<file path="src/rtl/button_debounce.sv">
// button_debounce
//   Conditions a raw active-low push-button pin: two-flop synchroniser,
//   symmetric press/release debounce over DB_CYCLES clocks, clean level in
//   both polarities, and one-cycle press / release / long-press strobes.
//
// Ports
//   clk            system clock
//   rst_n          synchronous active-low reset
//   button         raw asynchronous pin, 0 = pressed
//   btn_level      debounced state, 1 = pressed
//   button_clean_n ~btn_level, for active-low downstream button inputs
//   press_pulse    one-cycle strobe on each debounced press
//   release_pulse  one-cycle strobe on each debounced release
//   long_pulse     one-cycle strobe once a press has been held LP_CYCLES
//
// DB_CYCLES must be >= 2 and LP_CYCLES must exceed DB_CYCLES.
module button_debounce #(
  parameter int OSC_F         = 24_000_000,
  parameter int DEBOUNCE_MS   = 10,
  parameter int LONG_PRESS_MS = 1000
) (
  input  logic clk,
  input  logic rst_n,
  input  logic button,
  output logic btn_level,
  output logic button_clean_n,
  output logic press_pulse,
  output logic release_pulse,
  output logic long_pulse
);

  localparam int DB_CYCLES = OSC_F / 1000 * DEBOUNCE_MS;
  localparam int LP_CYCLES = OSC_F / 1000 * LONG_PRESS_MS;
  localparam int DB_W      = (DB_CYCLES > 1) ? $clog2(DB_CYCLES) : 1;
  localparam int LP_W      = (LP_CYCLES > 1) ? $clog2(LP_CYCLES) : 1;

  localparam logic [DB_W-1:0] DB_LAST = DB_W'(DB_CYCLES - 1);
  localparam logic [LP_W-1:0] LP_LAST = LP_W'(LP_CYCLES - 1);
  localparam logic [LP_W-1:0] LP_PRE  = LP_W'(LP_CYCLES - 2);

  typedef enum logic [1:0] {
    IDLE,
    PRESS_WAIT,
    PRESSED,
    RELEASE_WAIT
  } state_t;

  logic            sync1, sync2;
  state_t          state, state_nxt;
  logic [DB_W-1:0] db_ctr, db_nxt;
  logic [LP_W-1:0] lp_ctr;
  logic            long_done;
  logic            press_evt, release_evt, long_evt, lp_run;

  // State register, synchroniser, counters and registered outputs
  always_ff @(posedge clk) begin
    if (!rst_n) begin
      sync1         <= 1'b1;
      sync2         <= 1'b1;
      state         <= IDLE;
      db_ctr        <= '0;
      lp_ctr        <= '0;
      long_done     <= 1'b0;
      btn_level     <= 1'b0;
      press_pulse   <= 1'b0;
      release_pulse <= 1'b0;
      long_pulse    <= 1'b0;
    end else begin
      sync1         <= button;
      sync2         <= sync1;
      state         <= state_nxt;
      db_ctr        <= db_nxt;
      press_pulse   <= press_evt;
      release_pulse <= release_evt;
      long_pulse    <= long_evt;

      if (press_evt)
        btn_level <= 1'b1;
      else if (release_evt)
        btn_level <= 1'b0;

      // Counter restarts on every debounced edge and saturates at LP_LAST;
      // it keeps running through release bounces.
      if (press_evt || release_evt)
        lp_ctr <= '0;
      else if (lp_run && (lp_ctr != LP_LAST))
        lp_ctr <= lp_ctr + LP_W'(1);

      if (press_evt)
        long_done <= 1'b0;
      else if (long_evt)
        long_done <= 1'b1;
    end
  end

  // Next-state and debounce counter
  always_comb begin
    state_nxt   = state;
    db_nxt      = '0;
    press_evt   = 1'b0;
    release_evt = 1'b0;
    case (state)
      IDLE: begin
        if (!sync2) begin
          state_nxt = PRESS_WAIT;
          db_nxt    = DB_W'(1);
        end
      end
      PRESS_WAIT: begin
        // A bounce takes precedence over a completing count.
        if (sync2) begin
          state_nxt = IDLE;
        end else if (db_ctr == DB_LAST) begin
          state_nxt = PRESSED;
          press_evt = 1'b1;
        end else begin
          db_nxt = db_ctr + DB_W'(1);
        end
      end
      PRESSED: begin
        if (sync2) begin
          state_nxt = RELEASE_WAIT;
          db_nxt    = DB_W'(1);
        end
      end
      RELEASE_WAIT: begin
        if (!sync2) begin
          state_nxt = PRESSED;
        end else if (db_ctr == DB_LAST) begin
          state_nxt   = IDLE;
          release_evt = 1'b1;
        end else begin
          db_nxt = db_ctr + DB_W'(1);
        end
      end
      default: state_nxt = IDLE;
    endcase
  end

  // Output / event decode. long_pulse is raised on the edge where lp_ctr
  // steps to LP_LAST, i.e. LP_CYCLES-1 clocks after press_pulse; a release
  // completing on that same edge wins and suppresses it.
  always_comb begin
    lp_run         = (state == PRESSED) || (state == RELEASE_WAIT);
    long_evt       = lp_run && !release_evt && !long_done && (lp_ctr == LP_PRE);
    button_clean_n = ~btn_level;
  end

endmodule

</file>
<file path="config.mk">
export PLATFORM = sky130hd
export DESIGN_NAME = button_debounce
export DESIGN_NICKNAME = d
export VERILOG_FILES = /design/src/rtl/button_debounce.sv
export SDC_FILE = /design/constraint.sdc
export NUM_CORES = 1
export LEC_CHECK = 0
export ABC_AREA = 1
export CAP_MARGIN = 30
export CORE_AREA = 8 8 69 101
export CTS_CLUSTER_DIAMETER = 200
export DETAILED_ROUTE_END_ITERATION = 16
export DIE_AREA = 0 0 77 109
export PLACE_DENSITY = 0.69
export SETUP_SLACK_MARGIN = 0.05
export SLEW_MARGIN = 0
export SYNTH_ARGS = -nofsm -noshare
export SYNTH_HDL_FRONTEND = slang
export SYNTH_SLANG_ARGS = --single-unit
export TNS_END_PERCENT = 10
</file>
<file path="constraint.sdc">
create_clock -name clk -period 2.1 [get_ports clk]
set_input_delay 0.42 -clock clk [delete_from_list [all_inputs] [get_ports clk]]
set_output_delay 0.42 -clock clk [all_outputs]
set_load 0.02 [all_outputs]
</file>
* Word-level counts from Yosys, hierarchy flattened
Index checks and enable logic that the tools add are counted.
Cells by class: equal/unequal tests 10, reduce and logical (&&, ||, !) cells 13, bitwise gates (word level) 2, add/sub/neg operators 2, mux-type cells 20
Operators with widths (count):
- one-hot mux 18 bit (4 select lines) | 1
- two-way mux 18 bit | 3
- adder 25 x 1 -> 25 bit (second input constant) | 1
- equality test 25 bit (second input constant) | 1
- inequality test 25 bit (second input constant) | 1
- adder 18 x 1 -> 18 bit (second input constant) | 1
- equality test 18 bit (second input constant) | 1
- two-way mux 2 bit | 6
- two-way mux 1 bit | 9
- one-hot mux 2 bit (4 select lines) | 1
- inequality test 3 bit (second input constant) | 2
- equality test 2 bit (second input constant) | 2
- logical AND 1 bit | 4
- inequality test 2 bit (second input constant) | 2
- AND reduction 4 bit | 1
- OR reduction 2 bit | 2
- equality test 2 x 1 -> 1 bit (second input constant) | 1
- zero test 1 bit | 2
- zero test 2 bit | 1
- logical OR 1 bit | 2
- NOT 1 bit | 2
- nonzero test 2 bit | 1
Word-level totals: bits in registers 52, logic and storage cells 57

* Logic depth before layout (Yosys ltp)
depth after elaboration 8, mapped depth 11

* Worst setup path before layout
No wires, ideal clock.
path kind reg-to-reg, start register lp_ctr[0], end register lp_ctr[5], required time 1.985 ns, path slack 0.457 ns, arrival 1.528 ns, stages on the path, launching flop included 12, setup time 0.115 ns, period minus slack after synthesis 1.643 ns, path buffers 1, cell sequence dfxtp_1 -> ha_1 -> inv_2 -> nor2_4 -> nand2_4 -> nor2_4 -> nand2_4 -> nand2_8 -> inv_2 -> buf_6 -> nand2_1 -> a21oi_2
On the way: longest elaborated chain between the ends 2, elaborated cells between the ends (all ways) 3
Ends and longest elaborated chain:
- from (decl) | line 51 | logic [LP_W-1:0] lp_ctr;
- from (signal assigned) | line 87 | lp_ctr <= lp_ctr + LP_W'(1);
- branches (longest 2 deep; another with adder 25 x 1 -> 25 bit)
Parallel ways; which one is timed is not known. A chain may end at the register's enable or synchronous reset.

* Worst setup path in the final report
start register lp_ctr[0], end register lp_ctr[6]
Same word-level chain as after synthesis.

==> metrics.txt <==
share of cells above drive strength 1 0.1458; Setup-failing EPs final 0; Critical Path Fanout Max 14; via count about 2500; kind of launch point of the worst setup path flop; hold path startpoint sync1$_SDFF_PN1_; fin crit share 0.8666; RSZ-0062 raised after global routing no; post-synth cell types 32; sequential cell area in the final layout about 0.0010 mm^2; Final Core Density 0.5677; total of hold buffers inserted after clock tree synthesis 0; global-route wire length before repair between 10000 and 15000 um; initial antenna violation count 0; count of TritonRoute iterations in the first routing pass 4; critical path arrival about 2.1 ns; final critical-path required period ~1.8 ns; crit path setup slack, layout 0.2801 ns; Multi-input gate area around 0.0016 mm^2; final-layout fill cell count 556; remaining design rule violation count 0; combined global-route utilization of all metal layers 0.1467; count of buffers inserted at the top-level ports 7; outcome completed; sum of met2 wire segment lengths after detailed routing approximately 3100 um; met3 WL 98 um; overall die area 0.008393 mm^2; worst-case clock buffer depth 2; detailed placement HPWL 4451 um; transition at the pin with the smallest max-transition slack between 0.4 and 0.5 ns; pre-CTS setup slack between 0.15 and 0.2 ns; DIE WIDTH about 77 um; data required time at the worst endpoint ~2.4 ns; antenna viol nets, final 0; placed standard-cell area ~0.003 mm^2; setup TNS 0 ns; hold violation total from the final report 0; number of gates resized after cts 0; post-synthesis instance total between 400 and 500; number of global-route vias before repair 2375; number of DRC markers in iteration 0 98; final instance area around 0.0032 mm^2; Clock Sinks 52; aggregate global routing overflow 0; number of setup buffers added after CTS 0; vias per inst a little under 5; maximum resistive drop on vdd 417.4 uV; cell with the largest stage delay on the worst path dfxtp_1; starting density of the core 0.5218; number of instances in the placed design about 500; clock tree from TritonCTS built; CORE AREA about 0.0056 mm^2; diodes inserted 0; yosys synthesis warning count 0; Fin Clk Skew between 0.004 and 0.005 ns; pin count of the biggest net entering global routing 26; Reg-to-Reg End lp_ctr[6]$_SDFFE_PP0P_; Area Overhead vs Synth 8.796%; number of buffers added by the clock tree synthesis step 5; CP max stage delay between 0.4 and 0.5 ns; syn avg cell area slightly below 7 um^2; vertical die dimension ~110 um; average wire per cell in the routed design between 10 and 15 um; post-synthesis sequential area ratio 0.3553; power density cells roughly 550 mW/mm^2; reg-to-reg setup timing slack 0.28 ns; wire length the detailed router placed on met1 about 2400 um; Static Leak around 0.0012 uW; worst reg2reg path startpoint lp_ctr[0]$_SDFFE_PP0P_; WS Path Type reg -> reg; Critical path buffers and inverters 2; headroom to the max-slew limit 0.7166; latest clock arrival within the worst-skew pair around 0.30 ns; element type at the critical path end flop; critical path, cell by cell ha_1, inv_2, nor2_4, nand2_4, nor2_4, nand2_4, nand2_8, buf_4, nand2_1, a21oi_2; category of cells accounting for the largest share of critical-path delay simple AND/OR/NAND/NOR gates; Tightest Hold Check Type reg -> reg; total number of H-tree levels 2; number of max-cap violations 0; clock input transition at the sequential cells of the worst setup and hold paths approximately 0.10 ns; cell area after technology mapping 0.002930 mm^2; final wirelength ~5800 um; top metal layer carrying routed signals met4; floorplan row count 34; number of cells traversed by the worst register-to-register path 10; final weighted congestion of routability-driven global placement about 0.92; Cell Count, Final, Fillers Out roughly 500; maximum clock frequency roughly 550 MHz; stages on the worst setup path 10; syn_nets 430; Final #Nets 444; register bit total from synthesis 52; buffer type at the clock tree root clkbuf_8; count of pins over their slew limit 0; endpoint of the worst setup timing path lp_ctr[6]$_SDFFE_PP0P_; I/O pin count 8; launch point of the critical path lp_ctr[0]$_SDFFE_PP0P_
[per-stage QoR]
| step | hold WS [ns] | total power (uW) |
|---|---|---|
| 2_1_floorplan | 0.3925 | 1054 |
| 3_3_place_gp | 0.4004 | 1069 |
| 3_5_place_dp | 0.4084 | 1069 |
| 4_1_cts | 0.4275 | 1767 |
| 5_1_grt | 0.4303 | 1818 |
| 6_report | 0.4243 | 1741 |
[flip-flops by register name, summed over array words and instances, names as in the netlist, named ones only]
signal,flops
release_pulse,1
state,1
sync2,1
lp_ctr,25
sync1,1
btn_level,1
long_done,1
press_pulse,1
long_pulse,1
db_ctr,18
[power breakdown]
| group | total, uW | switching (uW) | internal, uW |
|---|---|---|---|
| Sequential | 995 | 4.86 | 990 |
| Combinational | 50.3 | 31.1 | 19.2 |
| Clock | 695 | 336 | 359 |
[cells by family (layout without fill, tap and decap cells)]
kind of cell,count (synthesis),in the layout,share of synthesized area
AO/OA/AOI/OAI,36,36,0.08924
XOR/XNOR,21,21,0.06277
flip-flops,52,52,0.3553
AND/OR/NAND/NOR,264,264,0.3980
buffers and inverters,48,63,0.08198
adder cells (fa/ha/maj),3,3,0.01281
[metal layers]
metal	up-vias	GRT usage
met3	12	0.02805
met5	-	0
met4	0	0.06233
li1	1344	-
met2	23	0.2882
met1	1134	0.1460
[cell usage after synthesis (all sizes together)]
library cell / number / area (um^2)
nand2: 144 / 599.3
nor2: 78 / 320.3
dfxtp: 52 / 1041
inv: 40 / 150.1
a21oi: 31 / 230.2
nand3: 20 / 105.1
xor2: 14 / 122.6
buf: 8 / 90.08
nand3b: 7 / 52.55
nor3: 7 / 35.03
xnor2: 7 / 61.31
ha: 3 / 37.54
or2: 3 / 18.77
nand4: 2 / 12.51
o21ai: 2 / 10.01
a211oi: 1 / 7.510
nor2b: 1 / 8.760
nor3b: 1 / 7.510
nor4: 1 / 6.260
o21bai: 1 / 7.510
o22ai: 1 / 6.260
[worst min-delay path by stage]
stage,to,slack [ns],cells after the start
after floorplan,sync2$_SDFF_PN1_,0.39,1
after global placement,sync2$_SDFF_PN1_,0.40,1
after detailed placement,sync2$_SDFF_PN1_,0.41,1
after CTS,sync2$_SDFF_PN1_,0.43,1
after global routing,sync2$_SDFF_PN1_,0.43,1
final,sync2$_SDFF_PN1_,0.42,1
[worst reg2reg max path: stages, from the launching register on]
cell     delay [ns]
dfxtp_1        0.43
ha_1           0.22
inv_2          0.05
nor2_4         0.18
nand2_4        0.11
nor2_4         0.14
nand2_4        0.07
nand2_8        0.12
buf_4          0.24
nand2_1        0.09
a21oi_2        0.13
[cell type report]
| class | instances | share of cell area |
|---|---|---|
| clock buffers | 5 | 0.02159 |
| clock inverters | 3 | 0.01452 |
| inverters | 40 | 0.04710 |
| multi-input cells | 324 | 0.5173 |
| flip-flops and latches | 52 | 0.3265 |
| well taps | 72 | 0.02826 |
| repair buffers | 15 | 0.04474 |
[placed cells by master, fill, tap and decap left out]
cell	synthesis	final
nor2_1	71	71
nand3_1	19	19
xnor2_1	7	7
xor2_1	14	14
a21oi_2	20	20
nor2b_2	1	1
buf_12	1	1
o21bai_1	1	1
nor3b_1	1	1
ha_1	3	3
nor2_4	2	2
clkdlybuf4s50_1	0	7
or2_2	3	3
nor2_2	5	5
clkinvlp_4	0	1
buf_4	0	7
dfxtp_1	52	52
inv_2	2	2
inv_6	0	1
nand3_2	1	1
nor4_1	1	1
nor3_1	7	7
a211oi_1	1	1
clkbuf_8	0	5
nand2_4	2	2
a21oi_1	11	11
o22ai_1	1	1
nand3b_1	7	7
o21ai_0	2	2
nand4_1	2	2
inv_1	38	38
nand2_2	11	11
bufinv_16	0	1
nand2_1	130	130
nand2_8	1	1
Note: power is estimated with default switching activity, not from simulation.
